===== config.mk =====
export PLATFORM = sky130hd
export DESIGN_NAME = hazard_unit_param
export DESIGN_NICKNAME = d
export VERILOG_FILES = /design/src/rtl/hazard_pkg.sv /design/src/rtl/hazard_unit_param_mul_stall_fsm.sv /design/src/rtl/hazard_unit_param.sv
export SDC_FILE = /design/constraint.sdc
export NUM_CORES = 1
export LEC_CHECK = 0
export ABC_AREA = 1
export CAP_MARGIN = 30
export CORE_MARGIN = 8
export CORE_UTILIZATION = 33
export CTS_CLUSTER_SIZE = 28
export DETAILED_ROUTE_END_ITERATION = 10
export HOLD_SLACK_MARGIN = 0.15
export PLACE_DENSITY = 0.85
export REMOVE_ABC_BUFFERS = 1
export SYNTH_ARGS = -nofsm -noshare
export SYNTH_HDL_FRONTEND = slang
export SYNTH_SLANG_ARGS = --single-unit

===== constraint.sdc =====
create_clock -name clk -period 2.1 [get_ports clk]
set_clock_uncertainty 0.1 [all_clocks]
set_input_delay 0.21 -clock clk [delete_from_list [all_inputs] [get_ports clk]]
set_output_delay 0.21 -clock clk [all_outputs]
set_load 0.005 [all_outputs]

===== src/rtl/hazard_pkg.sv =====
// Shared encodings for the parametrised hazard unit: forwarding mux selects and
// the multi-cycle execute FSM state type.
package hazard_pkg;
    localparam logic [1:0] FWD_RF  = 2'b00;
    localparam logic [1:0] FWD_WB  = 2'b01;
    localparam logic [1:0] FWD_MEM = 2'b10;

    typedef enum logic {HZ_IDLE = 1'b0, HZ_BUSY = 1'b1} hzState_t;
endpackage


===== src/rtl/hazard_unit_param_mul_stall_fsm.sv =====
// Multi-cycle execute tracker: holds a MUL in E for MUL_LAT cycles, stalling the
// front of the pipe for MUL_LAT-1 of them and flagging the final cycle.
module mul_stall_fsm
    import hazard_pkg::*;
#(
    parameter int MUL_LAT = 3
) (
    input  logic clk,
    input  logic reset,
    input  logic MulStartE,
    output logic MulStall,
    output logic MulDoneE
);
    localparam int CW = $clog2(MUL_LAT) + 1;
    localparam logic [CW-1:0] LOAD = CW'(MUL_LAT - 1);
    localparam logic [CW-1:0] ONE  = CW'(1);

    hzState_t state, stateNext;
    logic [CW-1:0] cnt, cntNext;

    always_ff @(posedge clk) begin
        if (reset) begin
            state <= HZ_IDLE;
            cnt   <= '0;
        end else begin
            state <= stateNext;
            cnt   <= cntNext;
        end
    end

    always_comb begin
        stateNext = state;
        cntNext   = cnt;
        MulStall  = 1'b0;
        MulDoneE  = 1'b0;
        case (state)
            HZ_IDLE: begin
                if (MulStartE) begin
                    if (MUL_LAT > 1) begin
                        stateNext = HZ_BUSY;
                        cntNext   = LOAD;
                        MulStall  = 1'b1;
                    end else begin
                        MulDoneE  = 1'b1;
                    end
                end
            end
            HZ_BUSY: begin
                // MulStartE is still high here (MUL held in E) and is ignored
                cntNext = cnt - ONE;
                if (cnt > ONE) MulStall = 1'b1;
                if (cnt == ONE) begin
                    MulDoneE  = 1'b1;
                    stateNext = HZ_IDLE;
                end
            end
            default: stateNext = HZ_IDLE;
        endcase
        if (reset) begin
            MulStall = 1'b0;
            MulDoneE = 1'b0;
        end
    end
endmodule


===== src/rtl/hazard_unit_param.sv =====
// Parametrised hazard unit: forwarding selects, load-use / PC-write / MUL stalls and
// flushes. Optional stall/flush statistics counters enabled by HAZARD_STATS_EN.
module hazard_unit_param
    import hazard_pkg::*;
#(
    parameter int REG_ADDR_W = 4,
    parameter int PC_REG     = 15,
    parameter int MUL_LAT    = 3,
    parameter int CNT_W      = 32
) (
    input  logic                  clk,
    input  logic                  reset,
    input  logic [REG_ADDR_W-1:0] RA1D,
    input  logic [REG_ADDR_W-1:0] RA2D,
    input  logic [REG_ADDR_W-1:0] RA1E,
    input  logic [REG_ADDR_W-1:0] RA2E,
    input  logic [REG_ADDR_W-1:0] WA3E,
    input  logic [REG_ADDR_W-1:0] WA3M,
    input  logic [REG_ADDR_W-1:0] WA3W,
    input  logic                  RegWriteE,
    input  logic                  RegWriteM,
    input  logic                  RegWriteW,
    input  logic                  MemtoRegE,
    input  logic                  MulStartE,
    input  logic                  BranchTakenE,
    input  logic                  PCSrcD,
    input  logic                  PCSrcE,
    input  logic                  PCSrcM,
    input  logic                  PCSrcW,
    output logic [1:0]            ForwardAE,
    output logic [1:0]            ForwardBE,
    output logic                  StallF,
    output logic                  StallD,
    output logic                  StallE,
    output logic                  FlushD,
    output logic                  FlushE,
    output logic                  FlushM,
    output logic                  MulDoneE,
    output logic [CNT_W-1:0]      StallCnt,
    output logic [CNT_W-1:0]      FlushCnt
);
    localparam logic [REG_ADDR_W-1:0] PC_ADDR = REG_ADDR_W'(PC_REG);

    logic [1:0][REG_ADDR_W-1:0] srcE;
    logic [1:0][1:0]            fwdSel;
    logic ldStall, pcWrPend, mulStall;

    assign srcE = {RA2E, RA1E};

    // One forwarding lane per E-stage source operand; M has priority over W
    for (genvar i = 0; i < 2; i++) begin : g_fwd
        logic matchM, matchW;
        assign matchM = (srcE[i] == WA3M) && (srcE[i] != PC_ADDR);
        assign matchW = (srcE[i] == WA3W) && (srcE[i] != PC_ADDR);
        always_comb begin
            fwdSel[i] = FWD_RF;
            if (reset)                     fwdSel[i] = FWD_RF;
            else if (RegWriteM && matchM)  fwdSel[i] = FWD_MEM;
            else if (RegWriteW && matchW)  fwdSel[i] = FWD_WB;
        end
    end

    assign ForwardAE = fwdSel[0];
    assign ForwardBE = fwdSel[1];

    mul_stall_fsm #(.MUL_LAT(MUL_LAT)) u_mulFsm (
        .clk       (clk),
        .reset     (reset),
        .MulStartE (MulStartE),
        .MulStall  (mulStall),
        .MulDoneE  (MulDoneE)
    );

    assign ldStall  = MemtoRegE && RegWriteE && ((RA1D == WA3E) || (RA2D == WA3E));
    assign pcWrPend = PCSrcD || PCSrcE || PCSrcM;

    assign StallF = !reset && (ldStall || pcWrPend || mulStall);
    assign StallD = !reset && (ldStall || mulStall);
    assign StallE = !reset && mulStall;
    // A MUL held in E must never be squashed by a load-use bubble
    assign FlushD = reset || pcWrPend || PCSrcW || BranchTakenE;
    assign FlushE = reset || (ldStall && !mulStall) || BranchTakenE;
    assign FlushM = reset || mulStall;

`ifdef HAZARD_STATS_EN
    always_ff @(posedge clk) begin
        if (reset) begin
            StallCnt <= '0;
            FlushCnt <= '0;
        end else begin
            if (StallD && !(&StallCnt)) StallCnt <= StallCnt + CNT_W'(1);
            if (FlushE && !(&FlushCnt)) FlushCnt <= FlushCnt + CNT_W'(1);
        end
    end
`else
    assign StallCnt = '0;
    assign FlushCnt = '0;
`endif

    assert property (@(posedge clk) disable iff (reset) !(MulStartE && BranchTakenE));
endmodule

==> results.md <==
- Port Buffers: 50
- Antenna-violating nets left: 0
- Wirelength, routed: 3290 µm
- Via/cell ratio: 3.92
- Pwr Density: 277 nW/µm²
- Placed Area: 1560 µm²
- N_diodes: 0
- DRT iter0 DRCs: 28
- Area growth syn-to-layout: 34.0%
- Io pins: 115
- Post-synthesis cell count: 200
- TritonCTS buffer count: 3
- Max_cap viols: 0
- Final min period: 1.95 ns
- FP Rows: 22
- Synth warnings: 0
- Drt wl/cell: 10.8 µm
- Gpl congestion: 0.745
- Mapped Area: 1200 µm²
- Leakage: 0.996 nW
- Synth Area per Inst: 5.99 µm²
- FF+latch count, synth: 4
- Critical path class: flip-flop to primary output
- NumNets Final: 302
- GRT Total Usage: 10.4%
- Via count: 1200
- Fin crit share: 92.8%
- Layout cells sized above 1: 7.75%
- Post-CTS Setup Inserts: 0
- Vias in the first global route: 1267
- Status: finished, final reports clean
- Final Hold Viols: 0
- HPWL after DPL: 2950 µm
- Worst endpoint required time: 1.79 ns
- Commonest non-fill, non-tap cell in the layout: conb_1
- Kind of start point of the critical path: flip-flop
- Starting density of the core: 33.5%
- Layout Cells excl Fill: 306
- Crit end category: primary output
- Most frequent cells in the layout: conb_1 (64), nand2_1 (44), clkdlybuf4s50_1 (34), inv_1 (27), nor2_1 (17)
- Residual DRC: 0
- Final setup viols: 0
- Worst Path Arrival: 1.64 ns
- Fmax: 513 MHz
- Clock-pin slew on the worst setup and hold paths: 0.04 ns
- Initial antenna violation count: 0
- CTS Buffer Depth: 2
- DIE HEIGHT: 76.2 µm
- Clk root buf: clkbuf_4
- Worst Hold Class: flip-flop to flip-flop
- Max H-tree Level: 1
- RSZ-0062 raised after global routing: false
- Clock Latency Late Sink: 0.23 ns
- Post-synthesis sequential area ratio: 6.69%
- Die area: 5810 µm²
- Core area: 3580 µm²
- Max-slew violation count: 0
- First-pass GRT wire length: 5240 µm
- Die X: 76.2 µm
- Final Cell Area: 1600 µm²
- Overflow after GRT: 0
- Clock sink total: 4
- Critical-path maximum fanout: 4
- CTS tree: yes
- Placed insts: 303
- Largest net degree at the start of global routing: 8
- Cell variety after synth: 26
- VDD IR max: 0.000135 V
- Pre-antenna DRT Iters: 4
==> kinds of logic (layout without fill, tap and decap cells) <==
family	count (synthesis)	after routing	share of synthesized area, %
compound gates	10	10	5.75
other cells	1	64	0.313
flops	4	4	6.69
fa+ha+maj	2	2	2.09
simple gates	80	80	28.3
xor+xnor	10	10	7.31
buf+inv	93	88	49.5
==> cell type report <==
class	instances	area (µm²)
clock buffers	3	22.5
fillers	382	1970
inverters	28	105
well taps	48	60.1
multi-input cells	166	768
flip-flops and latches	4	81.3
repair buffers	57	567
==> per-stage QoR <==
step	total power [mW]	TNS, ns	worst slack, ns	utilization [%]	hold WS [ns]
2_1_floorplan	0.210	0	0.776	-	0.181
3_3_place_gp	0.343	-0.0262	-0.0135	43.6	0.325
3_5_place_dp	0.350	-0.0696	-0.0290	43.6	0.337
4_1_cts	0.444	0	0.00449	44.2	0.342
5_1_grt	0.487	0	0.0674	44.8	0.373
6_report	0.444	0	0.152	44.8	0.348
==> synthesized netlist by cell type <==
cell,instances,area share [%]
o21ai_0,1,0.42
o22ai_1,1,0.52
nand2_1,44,14
o211ai_1,1,0.63
nor3_1,3,1.3
a31oi_2,1,1.0
a221oi_1,1,0.73
nand3_1,5,2.1
dfxtp_1,4,6.7
buf_4,65,41
xnor2_1,5,3.7
ha_1,2,2.1
a21oi_1,2,0.84
or2_2,2,1.0
conb_1,1,0.31
inv_1,28,8.8
nand3b_1,1,0.63
nor2b_1,1,0.52
nand2_2,1,0.52
a31oi_1,1,0.52
xor2_1,5,3.7
a211oi_1,1,0.63
nor2_1,17,5.3
nor2_2,2,1.0
nand4_1,4,2.1
o21ai_1,1,0.42
==> final timing paths <==
check                               start                           end  slack (ns)  cells after the start
min          u_mulFsm.cnt[2]$_SDFFE_PP0P_  u_mulFsm.cnt[2]$_SDFFE_PP0P_        0.35                      1
max          u_mulFsm.cnt[1]$_SDFFE_PP0P_                        FlushM        0.15                      6
min reg2reg  u_mulFsm.cnt[2]$_SDFFE_PP0P_  u_mulFsm.cnt[2]$_SDFFE_PP0P_        0.35                      1
max reg2reg  u_mulFsm.cnt[0]$_SDFFE_PP0P_  u_mulFsm.cnt[1]$_SDFFE_PP0P_        0.91                      3
==> layer usage <==
layer | share of wire, % | routed length [µm] | GRT usage, % | vias to the layer above
li1 | - | - | - | 601
met1 | 35 | 1160 | 8.94 | 514
met2 | 51 | 1670 | 19.6 | 79
met3 | 12 | 409 | 5.66 | 6
met4 | 1.6 | 52 | 4.04 | 0
met5 | 0 | 0 | 0 | -
==> critical path: stages (launching register included) <==
cell             delay (ns)
dfxtp_1                0.32
inv_1                  0.08
ha_2                   0.19
a31oi_2                0.16
nand2_2                0.10
nand2_1                0.06
clkdlybuf4s50_1        0.49
==> state kept, by name, summed over array words and instances, names as in the netlist <==
| register | flops |
|---|---|
| u_mulFsm.state | 1 |
| u_mulFsm.cnt | 3 |
==> where the power goes <==
part	internal [mW]	total (mW)	switching, mW
sequential	0.0837	0.0899	0.00619
clock	0.0639	0.0945	0.0306
combinational	0.129	0.259	0.130
total	0.277	0.444	0.167
==> what timing repair did <==
action                                  4_1_cts  5_1_grt
resized for setup                             9       11
hold buffers                                  0        0
gates cloned                                  0        0
pin swaps                                     1        0
endpoints found under the setup margin        3        6
Power figures use the tool's default switching activity.
